==> src/rtl/pll_reset_seq_if.sv <==
// pll_reset_seq_if
//   Groups the PLL lock input, the flag-clear strobe and the sequenced
//   reset/status outputs of the PLL reset sequencer.
//   Signals:
//     pll_lock       PLL LOCK flag, asynchronous to the sequencer clock
//     clr_lost       synchronous pulse clearing the lock_lost sticky flag
//     periph_resetn  active-low peripheral reset (registered)
//     cpu_resetn     active-low CPU reset (registered)
//     lock_lost      sticky flag: lock dropped after peripheral release
//     lost_cnt       saturating count of lock-loss events
//   Modports:
//     slave   the sequencer itself
//     master  the surrounding system (lock source, firmware, reset consumers)
interface pll_reset_seq_if #(
  parameter int LOST_W = 8
);
  logic              pll_lock;
  logic              clr_lost;
  logic              periph_resetn;
  logic              cpu_resetn;
  logic              lock_lost;
  logic [LOST_W-1:0] lost_cnt;

  modport slave (
    input  pll_lock,
    input  clr_lost,
    output periph_resetn,
    output cpu_resetn,
    output lock_lost,
    output lost_cnt
  );

  modport master (
    output pll_lock,
    output clr_lost,
    input  periph_resetn,
    input  cpu_resetn,
    input  lock_lost,
    input  lost_cnt
  );
endinterface

==> src/rtl/pll_reset_seq.sv <==
// pll_reset_seq
//   Reset sequencer fed by the PLL lock flag. Lock is synchronised into the
//   free-running board clock domain, qualified as stable for STABLE_CYCLES
//   consecutive cycles, then peripheral reset is released, followed CPU_DELAY
//   cycles later by CPU reset. Any loss of lock after peripheral release
//   re-asserts both resets and is recorded (sticky flag + saturating counter).
//   A lock drop while still qualifying is treated as a glitch: qualification
//   restarts and nothing is recorded.
//   Ports:
//     clk_12M  free-running board clock, sole clock of this block
//     resetn   asynchronous active-low reset
//     bus      pll_reset_seq_if.slave (pll_lock, clr_lost in;
//              periph_resetn, cpu_resetn, lock_lost, lost_cnt out)
//   Consumers in PLL-derived domains must re-synchronise the deassertion of
//   periph_resetn/cpu_resetn locally.
module pll_reset_seq #(
  parameter int SYNC_STAGES   = 2,
  parameter int STABLE_CYCLES = 256,
  parameter int CPU_DELAY     = 16,
  parameter int LOST_W        = 8
) (
  input  logic               clk_12M,
  input  logic               resetn,
  pll_reset_seq_if.slave     bus
);

  localparam int MAX_CYC = (STABLE_CYCLES > CPU_DELAY) ? STABLE_CYCLES : CPU_DELAY;
  localparam int CNT_W   = (MAX_CYC > 1) ? $clog2(MAX_CYC) : 1;

  localparam logic [CNT_W-1:0]  STABLE_LAST = CNT_W'(STABLE_CYCLES - 1);
  localparam logic [CNT_W-1:0]  CPU_LAST    = CNT_W'(CPU_DELAY - 1);
  localparam logic [LOST_W-1:0] LOST_MAX    = '1;

  typedef enum logic [1:0] {
    WAIT_LOCK,
    STABLE,
    PERIPH,
    RUN
  } state_t;

  logic [SYNC_STAGES-1:0] sync_q;
  logic                   lock_s;
  state_t                 state, next_state;
  logic [CNT_W-1:0]       cnt, next_cnt;
  logic                   loss_event;
  logic                   periph_d;
  logic                   cpu_d;

  // Lock synchroniser: pll_lock is asynchronous to clk_12M.
  always_ff @(posedge clk_12M or negedge resetn) begin
    if (!resetn) begin
      sync_q <= '0;
    end else begin
      sync_q <= {sync_q[SYNC_STAGES-2:0], bus.pll_lock};
    end
  end

  assign lock_s = sync_q[SYNC_STAGES-1];

  always_comb begin
    next_state = state;
    next_cnt   = cnt;
    loss_event = 1'b0;
    case (state)
      WAIT_LOCK: begin
        next_cnt = '0;
        if (lock_s) next_state = STABLE;
      end
      STABLE: begin
        if (!lock_s) begin
          next_state = WAIT_LOCK;
          next_cnt   = '0;
        end else if (cnt == STABLE_LAST) begin
          next_state = PERIPH;
          next_cnt   = '0;
        end else begin
          next_cnt = cnt + CNT_W'(1);
        end
      end
      PERIPH: begin
        if (!lock_s) begin
          next_state = WAIT_LOCK;
          next_cnt   = '0;
          loss_event = 1'b1;
        end else if (cnt == CPU_LAST) begin
          next_state = RUN;
          next_cnt   = '0;
        end else begin
          next_cnt = cnt + CNT_W'(1);
        end
      end
      RUN: begin
        if (!lock_s) begin
          next_state = WAIT_LOCK;
          next_cnt   = '0;
          loss_event = 1'b1;
        end
      end
      default: begin
        next_state = WAIT_LOCK;
        next_cnt   = '0;
      end
    endcase
  end

  // Resets are decoded from the next state so they change on the same edge
  // as the state register; cpu release therefore always implies periph release.
  assign periph_d = (next_state == PERIPH) || (next_state == RUN);
  assign cpu_d    = (next_state == RUN);

  always_ff @(posedge clk_12M or negedge resetn) begin
    if (!resetn) begin
      state             <= WAIT_LOCK;
      cnt               <= '0;
      bus.periph_resetn <= 1'b0;
      bus.cpu_resetn    <= 1'b0;
      bus.lock_lost     <= 1'b0;
      bus.lost_cnt      <= '0;
    end else begin
      state             <= next_state;
      cnt               <= next_cnt;
      bus.periph_resetn <= periph_d;
      bus.cpu_resetn    <= cpu_d;
      // A loss on the same edge as clr_lost keeps the flag set.
      bus.lock_lost     <= loss_event | (bus.lock_lost & ~bus.clr_lost);
      if (loss_event && (bus.lost_cnt != LOST_MAX)) begin
        bus.lost_cnt <= bus.lost_cnt + LOST_W'(1);
      end
    end
  end

endmodule

==> src/flat_wrapper.sv <==
// flat-port wrapper written by rule: the top's interface ports become plain ports
module pll_reset_seq_flat 
#(
  parameter int SYNC_STAGES   = 2,
  parameter int STABLE_CYCLES = 256,
  parameter int CPU_DELAY     = 16,
  parameter int LOST_W        = 8
)
  (clk_12M, resetn, bus_pll_lock, bus_clr_lost, bus_periph_resetn, bus_cpu_resetn, bus_lock_lost, bus_lost_cnt);
  pll_reset_seq_if #(.LOST_W(LOST_W)) bus_i ();
  input  logic clk_12M;
  input  logic resetn;
  input wire logic [$bits(bus_i.pll_lock)-1:0] bus_pll_lock;
  input wire logic [$bits(bus_i.clr_lost)-1:0] bus_clr_lost;
  output wire logic [$bits(bus_i.periph_resetn)-1:0] bus_periph_resetn;
  output wire logic [$bits(bus_i.cpu_resetn)-1:0] bus_cpu_resetn;
  output wire logic [$bits(bus_i.lock_lost)-1:0] bus_lock_lost;
  output wire logic [$bits(bus_i.lost_cnt)-1:0] bus_lost_cnt;
  assign bus_i.pll_lock = bus_pll_lock;
  assign bus_i.clr_lost = bus_clr_lost;
  assign bus_periph_resetn = bus_i.periph_resetn;
  assign bus_cpu_resetn = bus_i.cpu_resetn;
  assign bus_lock_lost = bus_i.lock_lost;
  assign bus_lost_cnt = bus_i.lost_cnt;
  pll_reset_seq #(.SYNC_STAGES(SYNC_STAGES), .STABLE_CYCLES(STABLE_CYCLES), .CPU_DELAY(CPU_DELAY), .LOST_W(LOST_W)) u_core (.clk_12M(clk_12M), .resetn(resetn), .bus(bus_i));
endmodule
==> config.mk <==
export PLATFORM = sky130hd
export DESIGN_NAME = pll_reset_seq_flat
export DESIGN_NICKNAME = d
export VERILOG_FILES = /design/src/rtl/pll_reset_seq_if.sv /design/src/rtl/pll_reset_seq.sv /design/src/flat_wrapper.sv
export SDC_FILE = /design/constraint.sdc
export NUM_CORES = 1
export LEC_CHECK = 0
export BUFFER_PORTS_ARGS = -buffer_cell sky130_fd_sc_hd__buf_2
export CAP_MARGIN = 10
export CELL_PAD_IN_SITES_DETAIL_PLACEMENT = 2
export CELL_PAD_IN_SITES_GLOBAL_PLACEMENT = 2
export CORE_MARGIN = 1.5
export CORE_UTILIZATION = 41
export CTS_BUF_LIST = sky130_fd_sc_hd__clkbuf_8
export CTS_CLUSTER_DIAMETER = 200
export DETAILED_ROUTE_END_ITERATION = 10
export PLACE_DENSITY = 0.95
export SYNTH_ARGS = -nofsm -noshare
export SYNTH_HDL_FRONTEND = slang
export SYNTH_SLANG_ARGS = --single-unit
==> constraint.sdc <==
create_clock -name clk_12M -period 4.7 [get_ports clk_12M]
set_clock_uncertainty 0.05 [all_clocks]
set_input_delay 0.705 -clock clk_12M [delete_from_list [all_inputs] [get_ports clk_12M]]
set_output_delay 0.705 -clock clk_12M [all_outputs]
set_load 0.03 [all_outputs]
== Yosys cells after proc, flatten, opt, wreduce, memory -nomap -nowiden ==
Index checks and enable logic that the tools add are counted.
Storage, ports and cells
  flip-flop bits (word level): 23
  bits of input ports: 4
  logic and storage cells: 40
Operators by class
  add/subtract/negate cells: 2
  equal/unequal tests: 9
  multiplexer cells: 15
  bitwise operators: 3
  reductions and logical operators: 4
Operators with widths (count)
  two-way mux 8 bit: 5
  one-hot mux 8 bit (4 select lines): 1
  adder 8 x 1 -> 8 bit, second input constant: 2
  two-way mux 2 bit: 6
  equality test 2 bit, second input constant: 4
  equality test 8 x 4 -> 1 bit, second input constant: 1
  equality test 8 bit, second input constant: 1
  inequality test 8 bit, second input constant: 1
  one-hot mux 2 bit (4 select lines): 1
  equality test 2 x 1 -> 1 bit, second input constant: 1
  logical NOT 2 bit: 1
  two-way mux 1 bit: 2
  inequality test 2 bit, second input constant: 1
  OR reduction 2 bit: 1
  bitwise AND 1 bit: 1
  logical AND 1 bit: 1
  logical OR 1 bit: 1
  NOT 1 bit: 1
  bitwise OR 1 bit: 1

== Longest topological paths before layout ==
Gate-level depths: netlist of the first run.
  depth after elaboration: 6
  depth in mapped cells: 6

== Worst setup path after synthesis of the first run ==
Ideal clock, no wire load.
  path type: flip-flop to flip-flop
  from: register u_core.bus.lost_cnt[0]
  to: register u_core.bus.lost_cnt[1]
  library setup time: 0.125 ns
  arrival: 1.616 ns
  data required time: 4.525 ns
  slack: 2.909 ns
  cell stages (with the launch flop): 5
  path buffers: 0
  period minus slack after synthesis: 1.791 ns
  cell sequence: dfrtp_1 -> ha_1 -> and3_1 -> a31oi_2 -> mux2_2
Between the ends
  longest elaborated chain between the ends: 2
  elaborated cells between the ends (all ways): 3
RTL lines
  start: declaration: line pll_reset_seq_if.sv:30  | output lost_cnt
  start signal: assignment: line pll_reset_seq.sv:127  | bus.lost_cnt <= bus.lost_cnt + LOST_W'(1);
  parallel branches: the longest is 2 deep, another holds adder 8 x 1 -> 8 bit
Several ways; the timed one is not identified.
A chain may end at the register's enable or synchronous reset.

== Worst setup path in the final report of the first run ==
  from: register u_core.cnt[0]
  to: register u_core.cnt[7]
Between the ends
  longest elaborated chain between the ends: 4
  elaborated cells between the ends (all ways): 8
RTL lines
  start: declaration: line pll_reset_seq.sv:44  | logic [CNT_W-1:0] cnt, next_cnt;
  start signal: assignment: line pll_reset_seq.sv:121  | cnt <= next_cnt;
  adder 8 x 1 -> 8 bit, or another cell as far along: line pll_reset_seq.sv:77, pll_reset_seq.sv:89
  two-way mux 8 bit (on tied branches): line pll_reset_seq.sv:85, pll_reset_seq.sv:73
  two-way mux 8 bit (on tied branches): line pll_reset_seq.sv:81, pll_reset_seq.sv:70
  one-hot mux 8 bit (4 select lines) *: line pll_reset_seq.sv:64  | case (state)
Every way passes the cells marked *; elsewhere a longest branch is shown, timed or not.

==> results of run 1 <==
==> final cells by class <==
type | count | area [sq um]
tap | 31 | 38.79
inverter | 6 | 22.52
timing repair buffer | 14 | 70.07
clock inverter | 1 | 5.005
fill | 299 | 1425
multi-input combinational | 81 | 555.5
clock buffer | 3 | 41.29
sequential | 23 | 575.6
==> final timing paths <==
path / startpoint / to / slack [ps]
min reg2reg: u_core.sync_q[0] / u_core.sync_q[1] / 330
min in group asynchronous: resetn / u_core.cnt[2] / 350
min: u_core.sync_q[0] / u_core.sync_q[1] / 330
max reg2reg: u_core.cnt[0] / u_core.cnt[7] / 2610
max in group asynchronous: resetn / u_core.cnt[7] / 3890
max: u_core.cnt[0] / u_core.cnt[7] / 2610
==> registers in the layout, summed over array words and instances, names as in the netlist <==
name and cells:
u_core.bus.lost_cnt 8, u_core.cnt 8, u_core.bus.periph_resetn 1, u_core.state 2
u_core.sync_q 2, u_core.bus.cpu_resetn 1, u_core.bus.lock_lost 1
==> worst reg2reg max path: cells and delay by family (launching register included) <==
| kind | cells | cell delay, ps |
|---|---|---|
| simple gates | 2 | 520 |
| compound gates | 2 | 780 |
| fa+ha+maj | 1 | 210 |
| flops | 1 | 420 |
==> power by group through the flow <==
stage / clock, mW / combinational (mW) / sequential, mW
6_report: 0.127 / 0.0902 / 0.216
5_1_grt: 0.136 / 0.101 / 0.217
4_1_cts: 0.130 / 0.0906 / 0.216
3_5_place_dp: 0 / 0.0896 / 0.220
3_3_place_gp: 0 / 0.0785 / 0.217
2_1_floorplan: 0 / 0.0597 / 0.215
==> per-stage QoR <==
step / total power, mW / util
after floorplan: 0.2749 / -
after global placement: 0.2960 / 0.4618
after detailed placement: 0.3098 / 0.4618
after CTS: 0.4364 / 0.4787
after global routing: 0.4537 / 0.4787
final: 0.4337 / 0.4787
==> per-layer routing <==
layer / vias to the layer above / wire [microns] / global-route usage
met3: 5 / 83 / 0.02765
met1: 499 / 1307 / 0.2500
li1: 437 / - / -
met4: 0 / 49 / 0.08844
met2: 20 / 1864 / 0.4487
met5: - / 0 / 0
==> cell usage after synthesis (2+ instances only) <==
cell type  instances  area (sq um)
a31oi_1            2         12.51
nor2_1             8         30.03
a311oi_1           2         17.52
and3_1             6         37.54
o21ai_0            5         25.02
ha_1               6         75.07
and2_1             2         12.51
xnor2_1            8         70.07
nand4_1            5         31.28
xor2_1             3         26.28
dfrtp_1           23         575.6
o41ai_1            3         26.28
inv_1              6         22.52
a21oi_1            4         20.02
nand2_1           14         52.55
mux2_2             2         22.52
nor4_1             2         12.51
==> cell families (layout without fill, tap and decap cells) <==
| family | after synthesis | in the layout | share of synthesized area |
|---|---|---|---|
| fa+ha+maj | 6 | 6 | 0.06424 |
| simple gates | 41 | 41 | 0.1734 |
| buf+inv | 8 | 24 | 0.03211 |
| mux | 2 | 2 | 0.01927 |
| xor+xnor | 11 | 11 | 0.08245 |
| flops | 23 | 23 | 0.4925 |
| compound gates | 21 | 21 | 0.1360 |
==> results.py, run 1 <==
metrics = {
    "outcome": {
        "outcome": "complete, no violations",
    },
    "setup_path": {
        "end_kind": "flip-flop",
        "worst_setup_path_start_kind": "flip-flop",
        "path_delay_family": "compound AO/OA/AOI/OAI gates",
        "cp_slowest_cell": "a311oi_1",
        "rr_worst_depth": 5,
        "max_stage_delay_ps": 530,
        "cp_num_buf_inv": 0,
        "critPathMaxFanout": 9,
        "critical_path_arrival_ps": 2180,
        "worstSetupPathDepth": 5,
        "cp.required_ps": 4790,
        "worst-setup-path-type": "flip-flop to flip-flop",
        "crit_chain": "ha_1 -> and3_1 -> a21boi_0 -> a311oi_1 -> nor2_1",
    },
    "power": {
        "leakagePower_nw": 0.6242,
        "power_density_nw_per_um2": 331.4,
        "comb_power_share": 0.208,
        "switching_power_mw": 0.1386,
        "power_frac_clock": 0.294,
        "seqPwrFrac": 0.498,
        "p_int_mw": 0.2951,
        "swShare": 0.3196,
        "ir_worst_vdd_v": 0.0002232,
    },
    "synthesis": {
        "synth_edf_count": 0,
        "syn_area_sq_um": 1169,
        "syn_inst": 112,
        "yosys_register_bits": 23,
        "ys_seq_area_frac": 0.4925,
        "synthArstFlopShare": 1.000,
        "avgSynthCellArea_sq_um": 10.43,
        "synthFlopType": "dfrtp_1",
        "ys_types": 28,
        "syn-num-nets": 122,
        "yosysWarnings": 0,
    },
    "finish": {
        "diodes": 0,
        "drive_above_1_share": 0.1719,
        "design_area_sq_um": 1309,
        "layout.cells.most_common": "dfrtp_1",
        "fin_cells": 159,
        "layout.nets": 139,
        "area_growth_pct": 11.99,
        "final_cell_mix": "dfrtp_1, nand2_1, buf_2",
    },
    "timing": {
        "setup_slack_ps": 2611,
        "finalCriticalPeriod_ps": 2089,
        "finalSetupViolations": 0,
        "tns_ps": 0,
        "holdWs_ps": 329.8,
        "timing.fmax_mhz": 478.6,
        "period_share": 0.4446,
        "slew_headroom": 0.6482,
        "rsz0062_at_grt": "false",
        "worst_pin_slew_ps": 527.7,
        "hold_viol_final": 0,
        "drv_slew": 0,
    },
    "floorplan": {
        "dieArea_sq_um": 3180,
        "core_area_sq_um": 2734,
        "die_w_microns": 56.39,
        "pin_count": 15,
        "rows": 19,
        "die_y_microns": 56.39,
        "start_util": 0.4275,
    },
    "drt": {
        "drt_first_iter_violations": 18,
        "ant_nets": 0,
        "routedWlPerCell_microns": 20.78,
        "routed_via_density": 6.044,
        "vias": 961,
        "finalWirelength_microns": 3304,
        "dr.pass1.iters": 4,
        "drc": 0,
    },
    "clock_network": {
        "root_buffer": "clkbuf_8",
        "h-tree-depth": 1,
        "post_cts_buffers": 0,
        "clockBufferDepth": 2,
        "cts_buffers": 3,
        "post_cts_resize_count": 0,
        "cts_hold_buf": 0,
        "clk_latency_ps": 270,
        "clk_pin_slew_ps": 90,
        "clock-sinks": 23,
        "cts_tree": "built",
    },
    "global_route": {
        "grt_max_degree": 24,
        "grt_pass1_wl_microns": 5464,
        "track_usage": 0.2307,
        "grt_overflow": 0,
        "antenna_found_initial": 0,
        "grt_pass1_vias": 1113,
    },
    "place": {
        "place_congestion": 0.8598,
        "io_buffers": 14,
        "place_area_sq_um": 1262,
        "dpl.hpwl_microns": 2502,
        "pre_cts_slack_ps": 2679,
        "dp.cells": 155,
    },
    "min_path": {
        "hold_path.class": "flip-flop to flip-flop",
        "min_path_cells": 0,
    },
    "run": {
        "drv_cap": 0,
    },
}
No activity file was read; power rests on OpenSTA's default activity.
==> run 2: changes to the inputs <==
--- a/config.mk
+++ b/config.mk
@@ -10,11 +10,11 @@
 export CELL_PAD_IN_SITES_DETAIL_PLACEMENT = 2
 export CELL_PAD_IN_SITES_GLOBAL_PLACEMENT = 2
 export CORE_MARGIN = 1.5
-export CORE_UTILIZATION = 41
+export CORE_UTILIZATION = 38
 export CTS_BUF_LIST = sky130_fd_sc_hd__clkbuf_8
 export CTS_CLUSTER_DIAMETER = 200
 export DETAILED_ROUTE_END_ITERATION = 10
-export PLACE_DENSITY = 0.95
+export PLACE_DENSITY = 0.9
 export SYNTH_ARGS = -nofsm -noshare
 export SYNTH_HDL_FRONTEND = slang
 export SYNTH_SLANG_ARGS = --single-unit
==> constraint.sdc (replaced) <==
create_clock -name clk_12M -period 2.1 [get_ports clk_12M]
set_clock_uncertainty 0.05 [all_clocks]
set_input_delay 0.315 -clock clk_12M [delete_from_list [all_inputs] [get_ports clk_12M]]
set_output_delay 0.315 -clock clk_12M [all_outputs]
set_load 0.03 [all_outputs]
==> results.py, run 2 (synthesized netlist as in run 1, its figures left out) <==
metrics = {
    "outcome": {
        "outcome": "complete, no violations",
    },
    "power": {
        "seqPwrFrac": 0.499,
        "comb_power_share": 0.203,
        "swShare": 0.3053,
        "p_int_mw": 0.6651,
        "switching_power_mw": 0.2922,
        "power_frac_clock": 0.299,
        "leakagePower_nw": 0.6321,
        "ir_worst_vdd_v": 0.0005216,
        "power_density_nw_per_um2": 721.1,
    },
    "finish": {
        "layout.cells.most_common": "dfrtp_1",
        "drive_above_1_share": 0.1846,
        "final_cell_mix": "dfrtp_1, nand2_1, buf_2",
        "design_area_sq_um": 1328,
        "layout.nets": 141,
        "reg_top3": "u_core.bus.lost_cnt x8, u_core.cnt x8",
        "area_growth_pct": 13.60,
        "diodes": 0,
    },
    "drt": {
        "routed_via_density": 5.640,
        "routedWlPerCell_microns": 18.57,
        "drt_first_iter_violations": 31,
        "vias": 908,
        "drc": 0,
        "ant_nets": 0,
        "dr.pass1.iters": 4,
        "finalWirelength_microns": 2989,
    },
    "global_route": {
        "grt_max_degree": 24,
        "grt_pass1_vias": 1034,
        "track_usage": 0.1995,
        "antenna_found_initial": 0,
        "grt_pass1_wl_microns": 5112,
        "grt_overflow": 0,
    },
    "timing": {
        "worst_pin_slew_ps": 522.2,
        "timing.fmax_mhz": 513.1,
        "finalCriticalPeriod_ps": 1949,
        "finalSetupViolations": 0,
        "setup_slack_ps": 151.2,
        "tns_ps": 0,
        "rsz0062_at_grt": "false",
        "hold_viol_final": 0,
        "period_share": 0.9280,
        "drv_slew": 0,
        "slew_headroom": 0.6518,
    },
    "floorplan": {
        "pin_count": 15,
        "core_area_sq_um": 2829,
        "rows": 19,
        "die_w_microns": 58.46,
        "dieArea_sq_um": 3417,
        "start_util": 0.4131,
        "die_y_microns": 58.46,
    },
    "clock_network": {
        "clockBufferDepth": 2,
        "post_cts_buffers": 0,
        "clk_latency_ps": 270,
        "root_buffer": "clkbuf_8",
        "h-tree-depth": 1,
        "clk_pin_slew_ps": 90,
        "clock-sinks": 23,
        "cts_buffers": 3,
        "cts_tree": "built",
    },
    "setup_path": {
        "cp.required_ps": 2210,
        "worst_setup_path_start_kind": "flip-flop",
        "worst-setup-path-type": "flip-flop to flip-flop",
        "end_kind": "flip-flop",
        "critical_path_arrival_ps": 2060,
        "critPathMaxFanout": 8,
    },
    "place": {
        "io_buffers": 14,
        "place_area_sq_um": 1270,
        "pre_cts_slack_ps": 165.6,
        "dpl.hpwl_microns": 2207,
        "place_congestion": 0.8483,
    },
    "run": {
        "drv_cap": 0,
    },
    "min_path": {
        "hold_path.class": "input pin to flip-flop",
    },
}
-- run 2: final timing paths --
kind	from	endpoint	slack (ps)	cells past startpoint
hold reg to reg	u_core.sync_q[0]	u_core.sync_q[1]	310	0
min in group asynchronous	resetn	u_core.bus.lost_cnt[4]	500	2
max in group asynchronous	resetn	u_core.cnt[2]	1140	2
setup reg to reg	u_core.state[0]	u_core.bus.lost_cnt[1]	150	5
setup / recovery	u_core.state[0]	u_core.bus.lost_cnt[1]	150	5
hold / removal	bus_pll_lock	u_core.sync_q[0]	100	1
-- run 2: timing repair --
| action | CTS | global route |
|---|---|---|
| hold endpoints to repair | 23 | 0 |
| resized for setup | 0 | 1 |
| endpoints found under the setup margin | 0 | 3 |
| hold buffers | 1 | 0 |
-- run 2: stage by stage --
| stage | std cells | hold slack [ps] | utilization | power [mW] |
|---|---|---|---|---|
| floorplan | 112 | -30.59 | - | 0.6152 |
| CTS | 161 | 93.40 | 0.4688 | 0.9647 |
| finish | 161 | 97.29 | 0.4693 | 0.9573 |
| detailed placement | 156 | 269.3 | 0.4489 | 0.6776 |
| global placement | 156 | 266.6 | 0.4489 | 0.6649 |
| global route | 161 | 94.56 | 0.4693 | 1.005 |
-- run 2: routing by layer --
metal,wire length (microns),track usage,vias to the layer above
met5,0,0,-
met3,47,0.02637,4
li1,-,-,438
met4,54,0.07973,0
met1,1373,0.2525,457
met2,1514,0.3435,9
-- run 2: cell type report --
class,count,area (sq um)
clock buffers,3,41.29
repair buffers,16,87.58
inverters,6,22.52
flip-flops and latches,23,575.6
fillers,308,1501
multi-input cells,81,556.8
well taps,31,38.79
clock inverters,1,5.005
-- run 2: worst max-delay path, cell delays in order (launching register included) --
cell	delay (ps)
dfrtp_1	430
inv_1	100
ha_1	280
o21bai_1	150
a31oi_2	430
mux2_2	390
-- run 2: power by group through the flow --
| stage | combinational [mW] | clock (mW) | sequential, mW |
|---|---|---|---|
| 2_1_floorplan | 0.134 | 0 | 0.482 |
| 3_3_place_gp | 0.181 | 0 | 0.484 |
| 3_5_place_dp | 0.191 | 0 | 0.487 |
| 4_1_cts | 0.193 | 0.294 | 0.478 |
| 5_1_grt | 0.219 | 0.306 | 0.481 |
| 6_report | 0.194 | 0.286 | 0.477 |
==> run 3: changes to the inputs <==
--- a/config.mk
+++ b/config.mk
@@ -5,16 +5,18 @@
 export SDC_FILE = /design/constraint.sdc
 export NUM_CORES = 1
 export LEC_CHECK = 0
+export ABC_AREA = 1
 export BUFFER_PORTS_ARGS = -buffer_cell sky130_fd_sc_hd__buf_2
 export CAP_MARGIN = 10
 export CELL_PAD_IN_SITES_DETAIL_PLACEMENT = 2
 export CELL_PAD_IN_SITES_GLOBAL_PLACEMENT = 2
 export CORE_MARGIN = 1.5
-export CORE_UTILIZATION = 38
+export CORE_UTILIZATION = 35
 export CTS_BUF_LIST = sky130_fd_sc_hd__clkbuf_8
 export CTS_CLUSTER_DIAMETER = 200
 export DETAILED_ROUTE_END_ITERATION = 10
-export PLACE_DENSITY = 0.9
+export PLACE_DENSITY = 0.89
+export REMOVE_ABC_BUFFERS = 1
 export SYNTH_ARGS = -nofsm -noshare
 export SYNTH_HDL_FRONTEND = slang
 export SYNTH_SLANG_ARGS = --single-unit
==> results.py, run 3 <==
metrics = {
    "power": {
        "p_total_mw": 0.9570,
        "leakagePower_nw": 0.8064,
        "power_density_nw_per_um2": 644.4,
        "ir_worst_vdd_v": 0.0003871,
    },
    "finish": {
        "diodes": 0,
        "layout.cells.most_common": "nand2_1",
        "layout.nets": 193,
        "design_area_sq_um": 1485,
        "final_cell_mix": "nand2_1, inv_1, dfrtp_1",
        "drive_above_1_share": 0.1648,
        "reg_top3": "u_core.bus.lost_cnt x8, u_core.cnt x8",
        "area_growth_pct": 14.13,
    },
    "timing": {
        "period_share": 0.8144,
        "drv_slew": 0,
        "timing.fmax_mhz": 584.7,
        "tns_ps": 0,
        "holdWs_ps": 99.41,
        "hold_viol_final": 0,
        "rsz0062_at_grt": "false",
        "finalCriticalPeriod_ps": 1710,
        "worst_pin_slew_ps": 541.9,
        "finalSetupViolations": 0,
        "slew_headroom": 0.6387,
    },
    "setup_path": {
        "cp-startpoint": "u_core.bus.lost_cnt[0]",
        "rr_startpoint": "u_core.bus.lost_cnt[0]",
        "cp.required_ps": 2220,
        "critPathMaxFanout": 10,
        "critical_path_arrival_ps": 1830,
        "end_kind": "flip-flop",
        "rr_worst_depth": 7,
        "cpMostUsedCell": "nand2_1",
        "cp_slowest_cell": "dfrtp_1",
        "r2r_slack_ps": 390,
        "max_stage_delay_ps": 450,
        "r2r-end": "u_core.bus.lost_cnt[6]",
        "endpoint": "u_core.bus.lost_cnt[6]",
        "worst-setup-path-type": "flip-flop to flip-flop",
        "crit_chain": "ha_1 -> nand3_2 -> nor3_4 -> a21oi_2 -> nand2_1 -> nand2_1 -> nand2_1",
        "worst_setup_path_start_kind": "flip-flop",
    },
    "synthesis": {
        "synth_edf_count": 0,
        "synth_top_area_share": 0.4423,
        "syn_inst": 163,
        "ys_seq_area_frac": 0.4423,
        "syn_area_sq_um": 1301,
        "synthFlopType": "dfrtp_1",
        "yosysWarnings": 0,
        "synth_most_common_cell": "nand2_1",
        "synthTopCellsByArea": "dfrtp_1, nand2_1, inv_1",
        "synthArstFlopShare": 1.000,
        "yosys_register_bits": 23,
        "ys_types": 25,
        "synth.largest_area_cell": "dfrtp_1",
        "avgSynthCellArea_sq_um": 7.983,
        "synth_common_cells": "nand2_1, inv_1, dfrtp_1",
    },
    "drt": {
        "finalWirelength_microns": 3652,
        "vias": 1142,
        "drt_first_iter_violations": 20,
        "routedWlPerCell_microns": 16.02,
        "routed_via_density": 5.009,
        "dr.pass1.iters": 4,
        "ant_nets": 0,
        "drc": 0,
    },
    "clock_network": {
        "cts_tree": "built",
        "clk_latency_ps": 270,
        "clock-sinks": 23,
        "clockBufferDepth": 2,
        "h-tree-depth": 1,
        "clk_pin_slew_ps": 90,
        "root_buffer": "clkbuf_8",
        "post_cts_resize_count": 0,
        "cts_buffers": 3,
    },
    "place": {
        "place_congestion": 0.7728,
        "dpl.hpwl_microns": 2757,
        "io_buffers": 14,
        "place_area_sq_um": 1429,
    },
    "outcome": {
        "outcome": "complete, no violations",
    },
    "floorplan": {
        "die_y_microns": 63.98,
        "die_w_microns": 63.98,
        "start_util": 0.3780,
        "rows": 21,
        "dieArea_sq_um": 4093,
        "core_area_sq_um": 3442,
        "pin_count": 15,
    },
    "global_route": {
        "use_met3": 0.02993,
        "busiest_layer": "met2",
        "track_usage": 0.2019,
        "grt_max_degree": 24,
        "gr-usage-met1": 0.2371,
        "grt_overflow": 0,
        "antenna_found_initial": 0,
        "grt_pass1_wl_microns": 6410,
        "globalRouteMet2Util": 0.3763,
        "grt_pass1_vias": 1344,
    },
    "run": {
        "drv_cap": 0,
    },
    "min_path": {
        "hold_path.class": "input pin to flip-flop",
    },
}
==> run 3: changes by cell type after synthesis, sizes merged, moves of 3 or more <==
cell,change
nand2,+36
xnor2,-5
inv,+20
nand3,+10
o21ai,+7
and3,-6
o41ai,-3
nor2,+5
a31oi,-4
==> run 3: metrics by stage <==
step | setup slack, ps | util | instances
floorplan | 507.0 | - | 163
global placement | 516.0 | 0.4151 | 223
detailed placement | 434.9 | 0.4151 | 223
CTS | 366.6 | 0.4315 | 228
global route | 248.1 | 0.4315 | 228
finish | 389.9 | 0.4315 | 228
==> run 3: report_power, final <==
part           switching, mW  leakage, nW  internal (mW)
clock                  0.156       0.0255          0.133
sequential            0.0203        0.315          0.459
combinational          0.130        0.466         0.0591
total                  0.306        0.806          0.651
==> run 3: worst min path at each step <==
stage | to | slack [ps] | cells after the start | startpoint
2_1_floorplan | u_core.bus.cpu_resetn | -30 | 0 | resetn
3_3_place_gp | u_core.cnt[3] | 270 | 1 | resetn
3_5_place_dp | u_core.cnt[3] | 280 | 1 | resetn
4_1_cts | u_core.sync_q[0] | 100 | 1 | bus_pll_lock
5_1_grt | u_core.sync_q[0] | 100 | 1 | bus_pll_lock
6_report | u_core.sync_q[0] | 100 | 1 | bus_pll_lock
==> run 3: layout make-up <==
| class | instances | area [sq um] |
|---|---|---|
| multi-input cells | 114 | 628.1 |
| fillers | 406 | 1957 |
| repair buffers | 15 | 80.08 |
| clock inverters | 1 | 5.005 |
| clock buffers | 3 | 41.29 |
| inverters | 26 | 97.59 |
| well taps | 46 | 57.56 |
| flip-flops and latches | 23 | 575.6 |
==> run 3: what timing repair did <==
item,4_1_cts,5_1_grt
hold buffers,1,0
buffers inserted,0,0
endpoints found under the hold margin,23,0
==> run 3: cell families (layout without fill, tap and decap cells) <==
kind of cell | Yosys count | in the layout | share of synthesized area
compound gates | 21 | 21 | 0.09327
xor+xnor | 8 | 8 | 0.05385
fa+ha+maj | 6 | 6 | 0.05769
buf+inv | 26 | 45 | 0.07500
flops | 23 | 23 | 0.4423
simple gates | 79 | 79 | 0.2779
==> run 3: layer usage <==
metal / up-vias / share of wire
met3: 8 / 0.023
met4: 0 / 0.017
met2: 18 / 0.53
li1: 550 / -
met5: - / 0
met1: 566 / 0.43
==> run 3: worst max-delay path: cells and delay by family, from the launching register on <==
| family | cells | cell delay, ps |
|---|---|---|
| DFF | 1 | 450 |
| AOI/OAI and AO/OA | 1 | 400 |
| adders and majority gates | 1 | 270 |
| and+or+nand+nor | 5 | 430 |
